### config.mk
export PLATFORM = sky130hd
export DESIGN_NAME = instruction_fetch_unit
export DESIGN_NICKNAME = d
export VERILOG_FILES = /design/src/rtl/cpu_pkg.sv /design/src/rtl/program_counter.sv /design/src/rtl/instruction_fetch_unit.sv
export SDC_FILE = /design/constraint.sdc
export NUM_CORES = 1
export LEC_CHECK = 0
export CAP_MARGIN = 20
export CORE_MARGIN = 1.5
export CORE_UTILIZATION = 48
export CTS_BUF_LIST = sky130_fd_sc_hd__clkbuf_8
export CTS_CLUSTER_DIAMETER = 30
export CTS_CLUSTER_SIZE = 30
export DETAILED_ROUTE_END_ITERATION = 16
export HOLD_SLACK_MARGIN = 0.08
export PLACE_DENSITY = 0.88
export SYNTH_ARGS = -nofsm -noshare
export SYNTH_HDL_FRONTEND = slang
export SYNTH_SLANG_ARGS = --single-unit
export TNS_END_PERCENT = 1
### constraint.sdc
create_clock -name clock -period 2.1 [get_ports clock]
set_input_delay 0.42 -clock clock [delete_from_list [all_inputs] [get_ports clock]]
set_output_delay 0.42 -clock clock [all_outputs]
set_load 0.01 [all_outputs]
### src/rtl/cpu_pkg.sv
`default_nettype none
// +-----------------------------------------------------------------------------+
// | cpu_pkg: shared status codes, field bounds and fetch-unit types             |
// | Rev 1.0                                                                     |
// +-----------------------------------------------------------------------------+
package cpu_pkg;

  localparam int ADDR_WIDTH_DEFAULT = 12;

  localparam int OPCODE_HI    = 15;
  localparam int OPCODE_LO    = 12;
  localparam int ADDR_FIELD_HI = 11;
  localparam int ADDR_FIELD_LO = 0;

  localparam logic [7:0] ST_RESET_PC        = 8'h00;
  localparam logic [7:0] ST_FETCH           = 8'h01;
  localparam logic [7:0] ST_EXECUTE_LOAD    = 8'h02;
  localparam logic [7:0] ST_EXECUTE_STORE   = 8'h03;
  localparam logic [7:0] ST_EXECUTE_ALU     = 8'h04;
  localparam logic [7:0] ST_EXECUTE_BRANCH  = 8'h05;
  localparam logic [7:0] ST_DECODE          = 8'h10;
  localparam logic [7:0] ST_EXECUTE_HALT    = 8'h11;

  typedef enum logic [1:0] {
    IFU_RESET_PC = 2'd0,
    IFU_FETCH    = 2'd1,
    IFU_WAIT     = 2'd2,
    IFU_VALID    = 2'd3
  } ifu_state_e;

  typedef enum logic [1:0] {
    PC_HOLD = 2'd0,
    PC_ZERO = 2'd1,
    PC_INC  = 2'd2,
    PC_LOAD = 2'd3
  } pc_op_e;

  // FETCH and WAIT both report as "fetch"; VALID reports as "decode".
  function automatic logic [7:0] status_code(input ifu_state_e s);
    case (s)
      IFU_RESET_PC:        return ST_RESET_PC;
      IFU_FETCH, IFU_WAIT: return ST_FETCH;
      IFU_VALID:           return ST_DECODE;
      default:             return ST_RESET_PC;
    endcase
  endfunction

  function automatic logic [3:0] opcode_of(input logic [15:0] instr);
    return instr[OPCODE_HI:OPCODE_LO];
  endfunction

endpackage
`default_nettype wire

### src/rtl/program_counter.sv
`default_nettype none
// +-----------------------------------------------------------------------------+
// | program_counter: clear / wrap-increment / branch-load PC register           |
// | Rev 1.0                                                                     |
// +-----------------------------------------------------------------------------+
module program_counter
  import cpu_pkg::*;
#(
  parameter int ADDR_WIDTH = ADDR_WIDTH_DEFAULT
) (
  input  logic                  clock,
  input  logic                  reset,
  input  pc_op_e                op,
  input  logic [ADDR_WIDTH-1:0] target,
  output logic [ADDR_WIDTH-1:0] pc,
  output logic [ADDR_WIDTH-1:0] pc_next
);

  logic [ADDR_WIDTH-1:0] pc_q;
  logic [ADDR_WIDTH-1:0] pc_d;

  // Increment relies on natural truncation to wrap modulo 2^ADDR_WIDTH.
  always_comb begin
    pc_d = pc_q;
    case (op)
      PC_ZERO: pc_d = '0;
      PC_INC:  pc_d = pc_q + ADDR_WIDTH'(1);
      PC_LOAD: pc_d = target;
      default: pc_d = pc_q;
    endcase
  end

  always_ff @(posedge clock or posedge reset) begin
    if (reset) begin
      pc_q <= '0;
    end else begin
      pc_q <= pc_d;
    end
  end

  assign pc      = pc_q;
  assign pc_next = pc_d;

endmodule
`default_nettype wire

### src/rtl/instruction_fetch_unit.sv
`default_nettype none
// +-----------------------------------------------------------------------------+
// | instruction_fetch_unit: PC, program-memory read and instruction register    |
// | Rev 1.0                                                                     |
// +-----------------------------------------------------------------------------+
module instruction_fetch_unit
  import cpu_pkg::*;
#(
  parameter int ADDR_WIDTH  = ADDR_WIDTH_DEFAULT,
  parameter int DATA_WIDTH  = 16,
  parameter int MEM_LATENCY = 1
) (
  input  logic                  clock,
  input  logic                  reset,
  output logic [ADDR_WIDTH-1:0] mem_addr,
  output logic                  mem_rd,
  input  logic [DATA_WIDTH-1:0] mem_data,
  output logic [DATA_WIDTH-1:0] instruction_register,
  output logic                  ir_valid,
  output logic [ADDR_WIDTH-1:0] pc,
  input  logic                  exec_done,
  input  logic                  branch_taken,
  input  logic [ADDR_WIDTH-1:0] branch_target,
  output logic [7:0]            fetch_state
);

  localparam int              CW  = 3;
  localparam logic [CW-1:0]   LAT = CW'(MEM_LATENCY);

  ifu_state_e            state_q, state_d;
  logic [CW-1:0]         wait_cnt_q, wait_cnt_d;
  logic                  mem_rd_q, mem_rd_d;
  logic [ADDR_WIDTH-1:0] mem_addr_q, mem_addr_d;
  logic [DATA_WIDTH-1:0] ir_q, ir_d;
  logic                  ir_valid_q, ir_valid_d;
  logic [7:0]            fetch_state_q, fetch_state_d;
  pc_op_e                pc_op;
  logic [ADDR_WIDTH-1:0] pc_next;

  program_counter #(
    .ADDR_WIDTH(ADDR_WIDTH)
  ) u_program_counter (
    .clock  (clock),
    .reset  (reset),
    .op     (pc_op),
    .target (branch_target),
    .pc     (pc),
    .pc_next(pc_next)
  );

  always_comb begin
    state_d    = state_q;
    wait_cnt_d = wait_cnt_q;
    ir_d       = ir_q;
    ir_valid_d = ir_valid_q;
    pc_op      = PC_HOLD;
    case (state_q)
      IFU_RESET_PC: begin
        pc_op   = PC_ZERO;
        state_d = IFU_FETCH;
      end
      IFU_FETCH: begin
        wait_cnt_d = LAT;
        state_d    = IFU_WAIT;
      end
      IFU_WAIT: begin
        // Counter value 1 marks the cycle in which mem_data is valid.
        if (wait_cnt_q <= CW'(1)) begin
          ir_d       = mem_data;
          ir_valid_d = 1'b1;
          wait_cnt_d = '0;
          state_d    = IFU_VALID;
        end else begin
          wait_cnt_d = wait_cnt_q - CW'(1);
        end
      end
      IFU_VALID: begin
        if (exec_done) begin
          pc_op      = branch_taken ? PC_LOAD : PC_INC;
          ir_valid_d = 1'b0;
          state_d    = IFU_FETCH;
        end
      end
      default: begin
        ir_valid_d = 1'b0;
        state_d    = IFU_RESET_PC;
      end
    endcase

    // Outputs are registered, so they follow the state being entered.
    mem_rd_d      = (state_d == IFU_FETCH);
    mem_addr_d    = (state_d == IFU_FETCH) ? pc_next : mem_addr_q;
    fetch_state_d = status_code(state_d);
  end

  always_ff @(posedge clock or posedge reset) begin
    if (reset) begin
      state_q       <= IFU_RESET_PC;
      wait_cnt_q    <= '0;
      mem_rd_q      <= 1'b0;
      mem_addr_q    <= '0;
      ir_q          <= '0;
      ir_valid_q    <= 1'b0;
      fetch_state_q <= ST_RESET_PC;
    end else begin
      state_q       <= state_d;
      wait_cnt_q    <= wait_cnt_d;
      mem_rd_q      <= mem_rd_d;
      mem_addr_q    <= mem_addr_d;
      ir_q          <= ir_d;
      ir_valid_q    <= ir_valid_d;
      fetch_state_q <= fetch_state_d;
    end
  end

  assign mem_rd               = mem_rd_q;
  assign mem_addr             = mem_addr_q;
  assign instruction_register = ir_q;
  assign ir_valid             = ir_valid_q;
  assign fetch_state          = fetch_state_q;

endmodule
`default_nettype wire
Word level (Yosys, flattened, before mapping)
Cells that the tools add are included.

word-level totals
  register bits = 55
  output and inout bits = 50
  logic and storage cells = 42

operators by class
  add/subtract/negate cells = 2
  order comparisons = 1
  equality and inequality tests = 11
  multiplexer cells = 13
  reductions and logical operators = 7

operator list
  cell                                                                   number
  12-bit case mux with 3 select lines                                    1
  8-bit case mux with 3 select lines                                     1
  12-bit by 1-bit adder with 12-bit output, second input constant        1
  2-bit == test, second input constant                                   6
  2-bit case mux with 4 select lines                                     1
  2-bit by 1-bit == test with 1-bit output, second input constant        3
  2-bit 2-to-1 mux                                                       3
  3-bit case mux with 2 select lines                                     1
  2-bit logical NOT                                                      2
  2-bit != test, second input constant                                   2
  2-bit case mux with 2 select lines                                     1
  2-bit nonzero test                                                     2
  3-bit by 1-bit <= comparator with 1-bit output, second input constant  1
  1-bit 2-to-1 mux                                                       3
  3-bit 2-to-1 mux                                                       1
  3-bit AND reduction                                                    1
  3-bit by 1-bit subtractor with 3-bit output, second input constant     1
  1-bit case mux with 2 select lines                                     1
  2-bit AND reduction                                                    1
  2-bit OR reduction                                                     1

Logic depth before layout (Yosys ltp)
  word-level depth = 6
  depth in mapped cells = 11

Hierarchy
From an unflattened synthesis, not the netlist that was laid out.

unflattened totals
  cells, all modules = 201
  area total of the unflattened synthesis = 2458.6 um^2

by module, submodules not included
  module                  times used  cells an instance  area each (um^2)  seq. area each (um^2)
  instruction_fetch_unit  1           118                1665.3            925.9
  program_counter         1           83                 793.3             300.3

Worst setup path before layout
OpenSTA, ideal clock, no wires.

  path kind = register -> register
  start = register wait_cnt_q[0]
  end = register mem_addr_q[5], in the netlist mem_addr[5]
  library setup time = 130 ps
  data arrival time = 1825 ps
  required time = 1970 ps
  path slack = 145 ps
  stages on the path, launching flop included = 11
  path buffers = 2
  period minus slack after synthesis = 1955 ps
  cells stage by stage = dfrtp_1 > ha_1 > o21ba_2 > nor2_4 > o21ai_0 > nand2_1 > ha_1 > clkbuf_8 > clkbuf_8 > a31oi_1 > o31ai_1

between the ends
  longest elaborated chain between the ends = 4

ends and longest elaborated chain
  element                                         RTL line                       text
  start, declared                                 instruction_fetch_unit.sv:31   logic [CW-1:0] wait_cnt_q, wait_cnt_d;
  start signal, assigned                          instruction_fetch_unit.sv:107  wait_cnt_q <= wait_cnt_d;
  3-bit by 1-bit <= comparator with 1-bit output  instruction_fetch_unit.sv:68   if (wait_cnt_q <= CW'(1)) begin
  2-bit 2-to-1 mux                                instruction_fetch_unit.sv:68
  2-bit case mux with 4 select lines              instruction_fetch_unit.sv:57   case (state_q)
  named net state_d[0]                            instruction_fetch_unit.sv:30   ifu_state_e state_q, state_d;
  2-bit by 1-bit == test with 1-bit output        instruction_fetch_unit.sv:92   mem_addr_d = (state_d == IFU_FETCH) ? pc_next : mem_addr_q;
  end signal, assigned                            instruction_fetch_unit.sv:109  mem_addr_q <= mem_addr_d;
  end, declared                                   instruction_fetch_unit.sv:33   logic [ADDR_WIDTH-1:0] mem_addr_q, mem_addr_d;

The timed path passes the listed nets, and every way through them passes these cells.
A chain may end at the register's enable or synchronous reset.

Worst setup path after layout
  start = register wait_cnt_q[0]
  end = register mem_addr_q[1], in the netlist mem_addr[1]

The elaborated chain is that of the path after synthesis.

==> impl_metrics.yaml <==
drt:
  wl_per_cell_um: 15.6
  drc: 0
  ant_nets: 0
  finalWirelength_mm: 6.16
  drtPass1Iterations: 4
  via_per_inst: 5.46
  dr.first_iter.drc_count: 197
  dr_total_vias: 2152
cts:
  cts_buffers: 5
  root_buffer: "clkbuf_8"
  ctsHoldBuffers: 0
  clockBufferDepth: 2
  clock_latency_ns: 0.30
  clock_sinks: 49
  cts_tree: "done"
  cts.clk_slew.worst_paths_ns: 0.09
  htree_levels: 2
yosys:
  synth_top_area_frac: 0.474
  synth-seq-area-share: 0.474
  avgSynthCellArea_um2: 10.8
  synthDistinctLibCells: 58
  synth_area_leaders: "dfrtp_1, mux2_2, ha_1, a31oi_1, nand2_1"
  synth_area_leader_cell: "dfrtp_1"
  synth_warnings: 0
  synth_area_um2: 2580
  ys_ff_latch: 49
  postSynthCellCount: 240
die:
  die_x_um: 76.4
  dieArea_um2: 5830
  fp-row-count: 26
  core_area_um2: 5140
  initial_core_util: 0.503
  io_pins: 82
  die_h_um: 76.4
outcome:
  outcome: "complete, no violations"
timing:
  setup_viol: 0
  finalCritPeriodShare: 0.935
  hold_viol_final: 0
  fin_skew_ns: 0.00978
  post-route-min-period_ns: 1.96
  rsz0062_at_grt: "no"
  fmax_mhz: 509
  slew_viol_final: 0
  whs_ns: 0.410
  tns_ns: 0
setup_path:
  r2r_slack_ns: 0.14
  rr_startpoint: "wait_cnt_q[0]$_DFFE_PP0P_"
  timing.rr.end: "mem_addr[1]$_DFFE_PP0N_"
  critPathRequiredTime_ns: 2.28
  path_max_fanout: 13
  worstSetupPathType: "register to register"
  endpoint_kind: "register"
  cp.arrival_ns: 2.14
  ff2ff_path_depth: 9
  worstSetupStartpointType: "register"
grt:
  grt_antenna_before_repair: 0
  grt_pass1_vias: 2090
  grt_overflow: 0
  grt_use_total: 0.208
  grt_pass1_wl_mm: 9.56
  grt_max_degree: 34
place:
  place_congestion: 0.823
  dp_cells: 381
  portBuffers: 75
  dpl.hpwl_mm: 4.38
flow_run:
  maxCapViolCount: 0
cells_and_area:
  layout.cells.non_filler: 394
  fillers: 417
  area_growth_pct: 37.2
  drive_gt1_frac: 0.176
  fin_nets: 365
  diodes: 0
power_and_ir_drop:
  vdd_ir_drop_max_v: 0.000848
  cellPowerDensity_nw_per_um2: 1570
  leakagePower_nw: 1.51
  finalPower_mw: 5.55
hold_path:
  hold_path_class: "primary input to async pin"
worst max-delay path, cell delays in order (launching register included):
cell	delay, ns
dfrtp_1	0.43
ha_1	0.20
o21ba_2	0.27
nor2_4	0.05
o21ai_0	0.14
nand2_1	0.14
ha_4	0.22
clkbuf_16	0.17
a31oi_1	0.12
o21ai_0	0.10
layer usage:
| layer | GRT usage | wire (µm) |
|---|---|---|
| met5 | 0 | 0 |
| met1 | 0.238 | 2390 |
| met2 | 0.378 | 3210 |
| met3 | 0.0575 | 448 |
| met4 | 0.0593 | 106 |
through the flow:
| step | worst slack, ns | area [µm²] | utilization |
|---|---|---|---|
| 2_1_floorplan | 0.145 | 2600 | - |
| 3_3_place_gp | 0.126 | 3370 | 0.656 |
| 3_5_place_dp | 0.0653 | 3370 | 0.656 |
| 4_1_cts | 0.0670 | 3470 | 0.676 |
| 5_1_grt | 0.0265 | 3550 | 0.690 |
| 6_report | 0.136 | 3550 | 0.690 |
repair_timing:
item | CTS | global route
gates resized for setup | 0 | 3
setup endpoints to repair | 0 | 7
hold endpoints to repair | 0 | 0
buffers inserted | 0 | 4
power breakdown:
part           switching [mW]  leakage, nW  internal (mW)
Sequential              0.341        0.599           1.38
Clock                   0.304       0.0542          0.298
Combinational            1.50        0.862           1.73
Total                    2.14         1.51           3.41
worst max-delay path by stage:
stage                                         to                 startpoint  cells past startpoint  slack [ns]
2_1_floorplan            mem_addr[5]$_DFFE_PP0N_  wait_cnt_q[0]$_DFFE_PP0P_                     10        0.15
3_3_place_gp   u_program_counter.pc[1]$_DFF_PP0_                  exec_done                      6        0.13
3_5_place_dp             mem_addr[6]$_DFFE_PP0N_                  exec_done                      9        0.07
4_1_cts                  mem_addr[1]$_DFFE_PP0N_  wait_cnt_q[0]$_DFFE_PP0P_                      9        0.07
5_1_grt                  mem_addr[6]$_DFFE_PP0N_  wait_cnt_q[0]$_DFFE_PP0P_                      9        0.03
6_report                 mem_addr[1]$_DFFE_PP0N_  wait_cnt_q[0]$_DFFE_PP0P_                      9        0.14
registers in the layout, summed over array words and instances, names as in the netlist:
register and count:
mem_addr 12, wait_cnt_q 3, instruction_register 16, mem_rd 1, ir_valid 1, state_q 2, u_program_counter.pc 12, fetch_state 2
area by class of cell:
cell class | count | area, µm² | area share
sequential | 49 | 1230 | 0.346
multi-input combinational | 170 | 1210 | 0.342
timing repair buffer | 86 | 876 | 0.247
clock buffer | 7 | 96.3 | 0.0272
tap | 70 | 87.6 | 0.0247
inverter | 11 | 41.3 | 0.0116
clock inverter | 1 | 5.00 | 0.00141
Yosys cell counts (all sizes together):
cell and n:
ha 10, o31ai 3, o31a 1, a211oi 1, o21bai 1, and4 1
nor3b 1, nand2 23, o311a 1, o211ai 1, nand4b 1, mux2 16
nand4 4, o22ai 4, nor2 19, a21o 2, a32o 1, inv 11
nand2b 2, buf 12, nor3 7, xor2 1, dfrtp 49, or2 3
o32ai 1, nor2b 3, and3 6, xnor2 1, a21boi 2, a21oi 3
a31oi 13, nand3 6, conb 1, clkbuf 3, a311oi 2, and2 1
and2b 1, mux2i 2, o21ai 14, or3 1, o21a 1, nor4 1
a22oi 1, o21ba 2
kinds of logic after synthesis:
family,after synthesis,share of synthesized area
compound gates,54,0.152
xor+xnor,2,0.00678
fa+ha+maj,10,0.0484
buf+inv,26,0.0707
flops,49,0.474
mux,18,0.0774
other cells,1,0.00145
simple gates,80,0.169
cell usage in the layout (no fill, tap or decap), types with 4 or more instances in the layout:
| cell type | netlist | final |
|---|---|---|
| nor3_1 | 7 | 7 |
| nand2_1 | 21 | 21 |
| nand4_1 | 4 | 4 |
| nor2_1 | 16 | 16 |
| buf_4 | 7 | 8 |
| mux2_2 | 15 | 15 |
| dfrtp_1 | 49 | 49 |
| clkdlybuf4s50_1 | 0 | 75 |
| conb_1 | 1 | 6 |
| inv_1 | 11 | 10 |
| o21ai_0 | 13 | 13 |
| ha_1 | 10 | 9 |
| clkbuf_8 | 3 | 7 |
| a31oi_1 | 13 | 12 |
| nand3_1 | 5 | 5 |
Note: power is estimated with default switching activity, not from simulation.
